===== config.mk =====
export PLATFORM = sky130hd
export DESIGN_NAME = fft8_frame_ctrl
export DESIGN_NICKNAME = d
export VERILOG_FILES = /design/src/rtl/fft8_pkg.sv /design/src/rtl/fft8_result_buf.sv /design/src/rtl/fft8_frame_ctrl.sv
export SDC_FILE = /design/constraint.sdc
export NUM_CORES = 1
export LEC_CHECK = 0
export BUFFER_PORTS_ARGS = -buffer_cell sky130_fd_sc_hd__buf_4
export CAP_MARGIN = 20
export CORE_AREA = 2 2 345 347
export CTS_BUF_LIST = sky130_fd_sc_hd__clkbuf_4 sky130_fd_sc_hd__clkbuf_8 sky130_fd_sc_hd__clkbuf_16
export DETAILED_ROUTE_END_ITERATION = 16
export DIE_AREA = 0 0 347 349
export HOLD_SLACK_MARGIN = 0.08
export PLACE_DENSITY = 0.59
export SETUP_SLACK_MARGIN = 0.1
export SLEW_MARGIN = 20
export SYNTH_ARGS = -nofsm -noshare
export SYNTH_HDL_FRONTEND = slang
export SYNTH_SLANG_ARGS = --single-unit

===== constraint.sdc =====
create_clock -name clk -period 66 [get_ports clk]
set_input_delay 6.6 -clock clk [delete_from_list [all_inputs] [get_ports clk]]
set_output_delay 6.6 -clock clk [all_outputs]
set_load 0.005 [all_outputs]

===== src/rtl/fft8_pkg.sv =====
// Shared types and helpers for the 8-point FFT frame controller.
package fft8_pkg;

  localparam int N_PTS  = 8;
  localparam int LOG2_N = 3;

  typedef enum logic [1:0] {
    ST_LOAD,
    ST_WAIT,
    ST_UNLOAD
  } state_t;

  function automatic logic [LOG2_N-1:0] bitrev3(input logic [LOG2_N-1:0] i);
    return {i[0], i[1], i[2]};
  endfunction

  // LSB position of lane n in a packed N_PTS*dw bus; lane 0 sits at bit 0.
  function automatic int lane_lo(input int n, input int dw);
    return n * dw;
  endfunction

endpackage


===== src/rtl/fft8_result_buf.sv =====
// Eight-entry complex capture register with an indexed read port.
module fft8_result_buf
  import fft8_pkg::*;
#(
  parameter int DW = 32
) (
  input  logic                  clk,
  input  logic                  rst,
  input  logic                  cap,
  input  logic [N_PTS*DW-1:0]   re_bus,
  input  logic [N_PTS*DW-1:0]   im_bus,
  input  logic [LOG2_N-1:0]     rd_idx,
  output logic [DW-1:0]         rd_re,
  output logic [DW-1:0]         rd_im
);

  logic [DW-1:0] re_q [N_PTS];
  logic [DW-1:0] im_q [N_PTS];

  always_ff @(posedge clk or posedge rst) begin
    if (rst) begin
      for (int k = 0; k < N_PTS; k++) begin
        re_q[k] <= '0;
        im_q[k] <= '0;
      end
    end else if (cap) begin
      for (int k = 0; k < N_PTS; k++) begin
        re_q[k] <= re_bus[lane_lo(k, DW) +: DW];
        im_q[k] <= im_bus[lane_lo(k, DW) +: DW];
      end
    end
  end

  assign rd_re = re_q[rd_idx];
  assign rd_im = im_q[rd_idx];

endmodule


===== src/rtl/fft8_frame_ctrl.sv =====
// Frame sequencer for the 8-point FFT core: load 8 samples, wait CORE_LAT, stream 8 bins.
// Optional BITREV_ORDER_EN presents bins in bit-reversed order.
module fft8_frame_ctrl
  import fft8_pkg::*;
#(
  parameter int DW       = 32,
  parameter int CORE_LAT = 1
) (
  input  logic              clk,
  input  logic              rst,
  input  logic              flush,
  input  logic              in_valid,
  output logic              in_ready,
  input  logic [DW-1:0]     in_data,
  output logic [8*DW-1:0]   core_x,
  input  logic [8*DW-1:0]   core_re,
  input  logic [8*DW-1:0]   core_im,
  output logic              out_valid,
  input  logic              out_ready,
  output logic [DW-1:0]     out_re,
  output logic [DW-1:0]     out_im,
  output logic [2:0]        out_idx,
  output logic              out_last,
  output logic              busy,
  output logic [15:0]       frame_cnt
);

  // Handshakes: a sample moves on in_valid & in_ready, a bin on out_valid & out_ready,
  // both at the rising edge; flush overrides both so nothing is consumed that cycle.

  state_t              state_q, state_d;
  logic [LOG2_N-1:0]   cnt_q;
  logic [LOG2_N-1:0]   beat_q;
  logic [3:0]          wcnt_q;
  logic [15:0]         frame_cnt_q;
  logic [8*DW-1:0]     core_x_q;
  logic [LOG2_N-1:0]   bin_idx;

  logic accept, last_sample, capture, xfer, last_beat;

  assign in_ready    = (state_q == ST_LOAD);
  assign out_valid   = (state_q == ST_UNLOAD);
  assign accept      = in_ready & in_valid & ~flush;
  assign last_sample = accept & (cnt_q == 3'd7);
  assign capture     = (state_q == ST_WAIT) & (wcnt_q == 4'd0) & ~flush;
  assign xfer        = out_valid & out_ready & ~flush;
  assign last_beat   = (beat_q == 3'd7);

`ifdef BITREV_ORDER_EN
  assign bin_idx = bitrev3(beat_q);
`else
  assign bin_idx = beat_q;
`endif

  always_comb begin
    state_d = state_q;
    if (flush) begin
      state_d = ST_LOAD;
    end else begin
      case (state_q)
        ST_LOAD:   if (last_sample)        state_d = ST_WAIT;
        ST_WAIT:   if (wcnt_q == 4'd0)     state_d = ST_UNLOAD;
        ST_UNLOAD: if (xfer && last_beat)  state_d = ST_LOAD;
        default:                           state_d = ST_LOAD;
      endcase
    end
  end

  always_ff @(posedge clk or posedge rst) begin
    if (rst) begin
      state_q     <= ST_LOAD;
      cnt_q       <= '0;
      beat_q      <= '0;
      wcnt_q      <= '0;
      frame_cnt_q <= '0;
      core_x_q    <= '0;
    end else begin
      state_q <= state_d;
      if (flush) begin
        cnt_q  <= '0;
        beat_q <= '0;
      end else begin
        if (accept) begin
          core_x_q[lane_lo(int'(cnt_q), DW) +: DW] <= in_data;
          cnt_q <= cnt_q + 3'd1;
        end
        if (last_sample) begin
          wcnt_q <= 4'(CORE_LAT);
        end else if (state_q == ST_WAIT && wcnt_q != 4'd0) begin
          wcnt_q <= wcnt_q - 4'd1;
        end
        if (xfer) begin
          beat_q <= beat_q + 3'd1;
          if (last_beat) frame_cnt_q <= frame_cnt_q + 16'd1;
        end
      end
    end
  end

  fft8_result_buf #(.DW(DW)) u_buf (
    .clk    (clk),
    .rst    (rst),
    .cap    (capture),
    .re_bus (core_re),
    .im_bus (core_im),
    .rd_idx (bin_idx),
    .rd_re  (out_re),
    .rd_im  (out_im)
  );

  assign core_x    = core_x_q;
  assign out_idx   = bin_idx;
  assign out_last  = out_valid & last_beat;
  assign busy      = (state_q != ST_LOAD) | (cnt_q != '0);
  assign frame_cnt = frame_cnt_q;

endmodule

---- Word level (Yosys, flattened, before mapping) ----
Index checks and enable logic that the tools add are counted.
operators by class
  add/sub/neg operators ................... 5
  order comparisons ....................... 1
  equality and inequality tests ........... 7
  shift-type cells ........................ 2
  multiplexer cells ....................... 18
  bitwise gates (word level) .............. 11
  reduce and logical (&&, ||, !) cells .... 14
operator list
  cell                         number
  $bwmux W256                  1
  $shift A32 B33 Y256 const A  1
  $shiftx A32 B33 Y256         1
  $bmux W32 S3                 2
  $mux W32                     4
  $neg A8 Y33                  1
  $add A16 B1 Y16 const B      1
  $mux W3                      4
  $and A1 B1 Y1                8
  $mux W2                      4
  $mux W4                      2
  $reduce_bool A2 Y1           4
  $add A3 B1 Y3 const B        2
  $eq A3 B3 Y1 const B         2
  $ne A3 B2 Y1 const B         2
  $pmux W2 S3                  1
  $reduce_and A3 Y1            2
  $ge A4 B4 Y1 const B         1
  $logic_not A4 Y1             1
  $not A3 Y4                   1
  $reduce_and A2 Y1            2
  $reduce_bool A4 Y1           1
  $sub A4 B1 Y4 const B        1
  $ne A3 B3 Y1 const B         1
  other kinds (7)              8
storage, ports and cells
  flip-flop bits (word level) ............. 796
  bits of input ports ..................... 549
  logic and storage cells ................. 80

---- Logic depth before layout (Yosys ltp) ----
Gate-level depths: netlist (run 1).
  depth in word-level cells ............... 7
  gate-level depth with buffers ........... 10
  gate-level depth less buffers ........... 7

---- By module ----
Synthesis (run 1) repeated with hierarchy kept, for this count alone.
unflattened totals
  cell total of the unflattened synthesis .. 2324
  area, all modules ....................... 34051.4 sq um
by module, submodules not included
  module           instances  cells an instance  area each (sq um)
  fft8_result_buf  1          1309               22688.0
  fft8_frame_ctrl  1          1015               11363.4

---- Worst setup path before layout (run 1) ----
Ideal clock, no wire load.
  path kind ............................... flip-flop to output port
  start ................................... reg beat_q[0] (netlist: out_idx[0])
  end ..................................... out out_re[12]
  arrival time ............................ 1.816 ns
  required time ........................... 59.400 ns
  path slack .............................. 57.584 ns
  cell stages (with the launch flop) ...... 5
  cell sequence ........................... dfrtp_1 > buf_2 > buf_2 > mux4_2 > mux2_2
on the way
  word-level cells in the longest chain between the ends .. 4
ends and longest elaborated chain
  what                                         line                   source
  start: declaration                           fft8_frame_ctrl.sv:33  logic [LOG2_N-1:0] beat_q;
  start signal: assignment                     fft8_frame_ctrl.sv:93  beat_q <= beat_q + 3'd1;
  $not A3 Y4 (not written as such)             fft8_result_buf.sv:34  assign rd_re = re_q[rd_idx];
  $bmux W32 S3                                 fft8_result_buf.sv:34
  $mux W32 (not written as such) (2 in a row)  fft8_result_buf.sv:34
  end: declaration                             fft8_frame_ctrl.sv:20  output logic [DW-1:0] out_re,
No other way between the ends. The select of a mux whose other input is x is not followed.

---- Final worst setup path (run 1) ----
  start ................................... reg beat_q[0] (netlist: out_idx[0])
  end ..................................... out out_im[27]
on the way
  word-level cells in the longest chain between the ends .. 4
ends and longest elaborated chain
  what                                         line                   source
  $not A3 Y4 (not written as such)             fft8_result_buf.sv:35  assign rd_im = im_q[rd_idx];
  $bmux W32 S3                                 fft8_result_buf.sv:35
  $mux W32 (not written as such) (2 in a row)  fft8_result_buf.sv:35
  end: declaration                             fft8_frame_ctrl.sv:21  output logic [DW-1:0] out_im,
No other way between the ends. The select of a mux whose other input is x is not followed.

==> key figures, run 1 <==
Synthesis
  – Count leader, synth: dfrtp_1
  – Synthesized Nets: 3,012
  – Top cells by area, synth: dfrtp_1 (58%), mux2_2 (20%), mux4_2 (8.4%)
  – Syn_area_per_cell: 14.01 um2
  – Seq cells post-synth: 796
  – Synth Flop Type: dfrtp_1
  – Post-synth top cells: dfrtp_1 (796), mux2_2 (609), nand2_1 (236)
  – Syn Inst Count: 2,452
  – Ys async rst share: 100.0%
  – Register area share after synthesis: 57.99%
  – Synth area leader: dfrtp_1
  – Compound-Gate Fraction of Synth Area: 3.398%
  – Largest family of logic cells by synthesized area: multiplexers
  – Xor-xnor portion of the synthesized cell area: 0.5099%
  – Number of enable flip-flop cells after synthesis: 0
  – Post-synthesis mux area share: 28.39%
  – Top cell type's share of synthesized area: 57.99%
  – Synth unique cells: 40
  – Area of the mapped netlist: 34,350 um2
  – Synth Warn #: 0
  – Synth Area in Simple Gates: 5.103%
  – Adder-cell share of the synthesized area: 0.4007%

Flow run
  – Max-Cap Viols: 0

CTS
  – CTS tree: done
  – H-tree depth: 3
  – Cts bufs inserted: 92
  – Clk buf depth: 3
  – Hold_buf cts: 0
  – Setup Fix Bufs, Post-CTS: 0
  – PostCTS Resize Cnt: 0
  – Worst-Skew Late Latency: 0.67 ns
  – CTS Sinks: 796
  – Reg clk slew, reported paths: 0.06 ns
  – Clock root cell: clkbuf_16

Power
  – Power per standard cell area: 26.53 nW/um2
  – Total power: 1.202 mW
  – VDD IR max: 0.01786 mV
  – Pleak: 22.09 nW

Floorplan
  – FP Rows: 126
  – Chip Height: 349 um
  – Initial core utilization: 29.25%
  – Core ar.: 117,500 um2
  – Io pins: 892
  – Chip width: 347 um
  – DIE AREA: 121,100 um2

Worst setup path
  – CP cell instances: buf_4 -> buf_4 -> mux4_2 -> mux2_2 -> buf_4
  – Critical Path Source: out_idx[0]
  – Worst flop-to-flop path endpoint: u_buf.re_q[139]
  – Cell family with most CP delay: buffers and inverters
  – Reg2Reg Launch Point: wcnt_q[0]
  – Worst-path fanout max: 42
  – FF-to-FF path depth: 8
  – CP Depth: 5
  – Crit path DAT: 4.22 ns
  – CP most frequent cell: buf_4
  – Critical Path Sink: out_im[27]
  – Critical Path RT: 59.40 ns
  – Slowest CP cell: buf_4
  – Critical Path End Type: primary output
  – Slowest Stage Delay on Critical Path: 0.83 ns
  – Reg2reg setup slack: 61.66 ns
  – CP Class: flip-flop to primary output
  – Worst path bufs/invs: 3
  – Startpoint types: flip-flop

Routing
  – Via Count: 23,190
  – Drt drc: 0
  – DR pass1 iterations: 6
  – DR WL/cell: 22.69 um
  – Drt total wl: 111,600 um
  – First-iteration detailed-routing DRC count: 1,535
  – Antenna Violating Nets Remaining: 0
  – Vias per std cell: 4.714

Global routing
  – Number of global-route vias before repair: 23,880
  – First-pass GRT wire length: 163,300 um
  – Largest net degree at the start of global routing: 109
  – Initial antenna violation count: 23
  – GRT Util Overall: 18.04%
  – Gr ovfl total: 0

Finish
  – Area Growth Syn to Fin: 31.89%
  – Multi-input gate area: 13,010 um2
  – FILL cells: 11,310
  – Final instance area: 45,310 um2
  – FF+latch area: 19,930 um2
  – NumNets Final: 3,874
  – Final cell count without fillers: 4,919
  – Fin util: 38.57%
  – Share of cells above drive strength 1: 54.47%

Placed design
  – RePlAce Congestion: 0.8503
  – Dpl cells: 4,756
  – DP Wirelength: 81,720 um
  – Pre-CTS setup slack: 54.59 ns
  – PortBufs: 891
  – Placed inst area: 42,240 um2

Outcome
  – Run status: finished, final reports clean

STA
  – RSZ-0062 raised after global routing: false
  – Final setup violation count: 0
  – Hold Slack: 0.4779 ns
  – Clock Skew: 0.03704 ns
  – Final worst path period need: 10.82 ns
  – Final WS setup: 55.18 ns
  – Final Slew Violations: 0
  – Crit share post-route: 16.39%
  – Worst slew pin tran: 1.102 ns
  – Max Fclk: 0.09243 GHz
  – Slew margin rel.: 26.56%
  – Total negative slack: 0 ns
  – Final hold violations: 0

Hold path
  – Hold Crit Class: flip-flop to flip-flop
-- final cells by class --
class                   count  area share (%)
flip-flops and latches    796           43.99
multi-input cells        1391           28.72
repair buffers            930           15.42
clock buffers             135           6.150
well taps                1536           4.242
inverters                 103          0.8699
clock inverters            21          0.5689
diodes                      7         0.03866
-- power breakdown --
part	internal [mW]	switching [mW]
Clock	0.301	0.210
Sequential	0.527	0.0217
Combinational	0.0830	0.0599
Total	0.911	0.291
-- worst min-delay path by stage --
stage / from / to / slack [ns] / depth (start not counted)
final: core_x[72] / core_x[72] / 0.48 / 2
after global routing: core_x[62] / core_x[62] / 0.50 / 2
after CTS: core_x[106] / core_x[106] / 0.48 / 2
after detailed placement: core_x[106] / core_x[106] / 0.47 / 2
after global placement: frame_cnt[15] / frame_cnt[15] / 0.46 / 1
after floorplan: frame_cnt[15] / frame_cnt[15] / 0.47 / 1
-- layer usage --
metal	share of wire, %	GRT usage [%]	vias to the layer above
li1	-	-	10410
met2	50	30.38	761
met3	8.0	5.903	174
met4	2.8	5.874	20
met5	0.12	0	-
met1	40	21.75	11820
-- cells in the final DEF (no fill, tap or decap), types with 3 or more instances in the layout --
cell	n
dfrtp_1	793
ha_1	11
xnor2_1	13
clkbuf_8	23
nand3_1	110
dfrtp_4	3
clkbuf_16	93
buf_4	929
nor2_1	8
nand4_1	6
o21ai_0	220
diode_2	7
inv_1	102
xor2_1	7
o21ai_1	4
inv_6	3
nand2_1	236
clkbuf_4	19
clkinv_2	10
a21oi_1	6
mux2_2	609
mux4_2	128
-- worst reg2reg max path, stage by stage (launching register included) --
cell and delay, ns:
dfrtp_1 0.39, inv_1 0.06, ha_1 0.20, or3b_2 0.23, nand2b_4 0.33, buf_4 0.85
buf_4 0.89, buf_4 0.84, mux2_2 0.44
-- state kept, by name, indices dropped and copies added (netlist names) --
register	flops
frame_cnt	16
u_buf.re_q	256
out_idx	3
cnt_q	3
core_x	256
u_buf.im_q	256
wcnt_q	4
state_q	2
-- cells by family after synthesis --
family,after synthesis
XOR/XNOR,20
flip-flops,796
AO/OA/AOI/OAI,232
multiplexers,738
buffers and inverters,265
adder cells (fa/ha/maj),11
AND/OR/NAND/NOR,390
Note: power is estimated with default switching activity, not from simulation.
==> run 2, diff against run 1 <==
--- a/config.mk
+++ b/config.mk
@@ -5,14 +5,15 @@
 export SDC_FILE = /design/constraint.sdc
 export NUM_CORES = 1
 export LEC_CHECK = 0
+export ABC_AREA = 1
 export BUFFER_PORTS_ARGS = -buffer_cell sky130_fd_sc_hd__buf_4
 export CAP_MARGIN = 20
-export CORE_AREA = 2 2 345 347
+export CORE_AREA = 2 2 348 350
 export CTS_BUF_LIST = sky130_fd_sc_hd__clkbuf_4 sky130_fd_sc_hd__clkbuf_8 sky130_fd_sc_hd__clkbuf_16
 export DETAILED_ROUTE_END_ITERATION = 16
-export DIE_AREA = 0 0 347 349
+export DIE_AREA = 0 0 350 352
 export HOLD_SLACK_MARGIN = 0.08
-export PLACE_DENSITY = 0.59
+export PLACE_DENSITY = 0.62
 export SETUP_SLACK_MARGIN = 0.1
 export SLEW_MARGIN = 20
 export SYNTH_ARGS = -nofsm -noshare
==> constraint.sdc (replaced) <==
create_clock -name clk -period 9.35 [get_ports clk]
set_input_delay 0.935 -clock clk [delete_from_list [all_inputs] [get_ports clk]]
set_output_delay 0.935 -clock clk [all_outputs]
set_load 0.005 [all_outputs]
==> run 2 against run 1 <==
- worst setup slack got worse by 51 ns
- register-to-register slack got worse by 56 ns
- die area increased by 1.7%
- routed wire length increased by 38%
- global-route usage increased by 6.2 points
- critical path depth increased by 2
- flip-flop and latch count unchanged
- core utilization increased by 0.86 points
- total power increased to 6.6 times the previous value
- final cell count increased by 41%
- synthesized area increased by 5.3%
- via count increased by 51%
- critical path type unchanged
==> key figures, run 2 <==
STA
  – Final Slew Violations: 0
  – Final hold violations: 0
  – Total negative slack: 0 ns
  – RSZ-0062 raised after global routing: false
  – Slew margin rel.: 26.79%
  – Final setup violation count: 0
  – Worst slew pin tran: 1.098 ns
  – Clock Skew: 0.03175 ns
  – Final worst path period need: 5.244 ns
  – Max Fclk: 0.1907 GHz
  – Crit share post-route: 56.09%

Finish
  – Final instance area: 47,060 um2
  – Multi-input gate area: 14,140 um2
  – FILL cells: 12,220
  – Commonest non-fill, non-tap cell in the layout: nand2_1
  – Area Growth Syn to Fin: 30.16%
  – FF+latch area: 19,930 um2
  – Commonest non-fill, non-tap cells in the layout: nand2_1 (1,508), buf_4 (923), dfrtp_1 (793)
  – Final cell count without fillers: 6,940
  – Fin util: 39.43%
  – NumNets Final: 5,763
  – Share of cells above drive strength 1: 21.38%

Floorplan
  – FP Rows: 127
  – Chip Height: 352 um
  – DIE AREA: 123,200 um2
  – Io pins: 892
  – Chip width: 350 um
  – Initial core utilization: 30.30%
  – Core ar.: 119,300 um2

Synthesis
  – Adder-cell share of the synthesized area: 0.3807%
  – Xor-xnor portion of the synthesized cell area: 0.2665%
  – Post-synthesis mux area share: 0%
  – Syn_area_per_cell: 8.010 um2
  – Compound-Gate Fraction of Synth Area: 10.34%
  – Register area share after synthesis: 55.09%
  – Top cells by area, synth: dfrtp_1 (55%), nand2_1 (16%), nand3_1 (7.3%)
  – Post-synth top cells: nand2_1 (1,509), dfrtp_1 (796), nand3_1 (530)
  – Synth area leader: dfrtp_1
  – Synth Flop Type: dfrtp_1
  – Area of the mapped netlist: 36,160 um2
  – Synthesized Nets: 5,074
  – Top cell type's share of synthesized area: 55.09%
  – Synth unique cells: 29
  – Seq cells post-synth: 796
  – Synth Warn #: 0
  – Largest family of logic cells by synthesized area: simple AND/OR/NAND/NOR gates
  – Number of enable flip-flop cells after synthesis: 0
  – Count leader, synth: nand2_1
  – Syn Inst Count: 4,514
  – Synth Area in Simple Gates: 28.06%
  – Ys async rst share: 100.0%

Routing
  – First-iteration detailed-routing DRC count: 4,126
  – Vias per std cell: 5.037
  – Drt total wl: 154,500 um
  – Drt drc: 0
  – Via Count: 34,950
  – DR pass1 iterations: 6
  – DR WL/cell: 22.26 um
  – Antenna Violating Nets Remaining: 0

Power
  – Sequential share of power: 44.9%
  – VDD IR max: 0.1464 mV
  – Pleak: 25.02 nW
  – Power per standard cell area: 169.8 nW/um2
  – Switching pwr: 1.981 mW
  – Clk pwr share: 46.6%
  – Sw frac: 24.79%
  – Int Power: 6.009 mW
  – Comb pwr share: 8.5%

CTS
  – PostCTS Resize Cnt: 0
  – Cts bufs inserted: 93
  – Clk buf depth: 3
  – Hold_buf cts: 0
  – Setup Fix Bufs, Post-CTS: 0
  – Reg clk slew, reported paths: 0.06 ns
  – H-tree depth: 3
  – Worst-Skew Late Latency: 0.67 ns
  – Clock root cell: clkbuf_16
  – CTS tree: done
  – CTS Sinks: 796

Global routing
  – Largest net degree at the start of global routing: 200
  – GRT Util Overall: 24.19%
  – First-pass GRT wire length: 223,600 um
  – Gr ovfl total: 0
  – Number of global-route vias before repair: 32,900
  – Initial antenna violation count: 57

Worst setup path
  – FF-to-FF path depth: 9
  – Reg2reg setup slack: 5.29 ns
  – Critical Path End Type: primary output
  – Reg2Reg Launch Point: cnt_q[0]
  – Startpoint types: flip-flop
  – Critical Path RT: 8.42 ns
  – Crit path DAT: 4.31 ns
  – Worst-path fanout max: 81
  – CP Class: flip-flop to primary output
  – Worst flop-to-flop path endpoint: core_x[14]

Placed design
  – Placed inst area: 43,770 um2
  – RePlAce Congestion: 0.9401
  – Dpl cells: 6,720
  – DP Wirelength: 108,500 um
  – PortBufs: 891

Outcome
  – Run status: finished, final reports clean

Flow run
  – Max-Cap Viols: 0

Hold path
  – Hold Crit Class: primary input to async pin
[run 2: changes by cell type after synthesis, sizes merged, moves of 11 or more]
cell / change
mux2: -609
mux4: -128
nand2: +1275
clkbuf: +109
nand3: +421
nor2: +342
xnor2: -11
a21oi: +118
o21ai: +398
nor3: +59
inv: +38
buf: +69
[run 2: area by class of cell]
class / count / area share [%]
inverters: 142 / 1.173
diodes: 51 / 0.2712
flip-flops and latches: 796 / 42.35
repair buffers: 934 / 15.17
clock inverters: 32 / 0.7019
multi-input cells: 3236 / 30.04
clock buffers: 137 / 6.004
well taps: 1612 / 4.286
[run 2: critical path, cell delays in order (launching register included)]
cell and delay [ns]:
dfrtp_4 0.83, buf_4 0.80, buf_4 0.72, o21ai_0 0.18
o21ai_0 0.41, nand2_1 0.11, nand2_1 0.23, buf_4 0.16
[run 2: power groups by stage]
stage | registers (mW) | logic, mW | clock network [mW]
6_report | 3.59 | 0.679 | 3.72
5_1_grt | 3.59 | 0.725 | 3.93
4_1_cts | 3.58 | 0.683 | 3.79
3_5_place_dp | 3.65 | 0.681 | 0
3_3_place_gp | 3.64 | 0.680 | 0
2_1_floorplan | 3.65 | 0.205 | 0
[run 2: metal layers]
metal  vias to the layer above  track usage [%]  share of wire [%]
met5                         -                0              0.049
met4                        12            11.92                4.4
met3                       281            5.424                8.8
li1                      16060                -                  -
met2                      1580            33.34                 42
met1                     17020            35.31                 45
[run 2: logic make-up after synthesis]
group | count (synthesis)
and+or+nand+nor | 2467
DFF | 796
AOI/OAI and AO/OA | 747
buffers and inverters | 482
xor gates and xnor gates | 11
adders and majority gates | 11
[run 2: how the worst max path moves through the flow]
| stage | to | slack, ns | cells past startpoint | from |
|---|---|---|---|---|
| 2_1_floorplan | cnt_q[0] | -2.51 | 1 | rst |
| 3_3_place_gp | out_re[3] | 4.91 | 7 | out_idx[0] |
| 3_5_place_dp | out_re[3] | 4.92 | 7 | out_idx[0] |
| 4_1_cts | out_re[3] | 4.17 | 7 | out_idx[0] |
| 5_1_grt | out_re[3] | 3.88 | 7 | out_idx[0] |
| 6_report | out_re[3] | 4.11 | 7 | out_idx[0] |
[run 2: stage by stage]
stage	worst slack [ns]	power, mW	hold WS, ns
after floorplan	-2.510	3.860	0.4366
after CTS	4.171	8.061	0.4358
after global routing	3.884	8.247	0.4645
after detailed placement	4.919	4.326	0.4532
after global placement	4.911	4.322	0.4474
final	4.106	7.990	0.4606
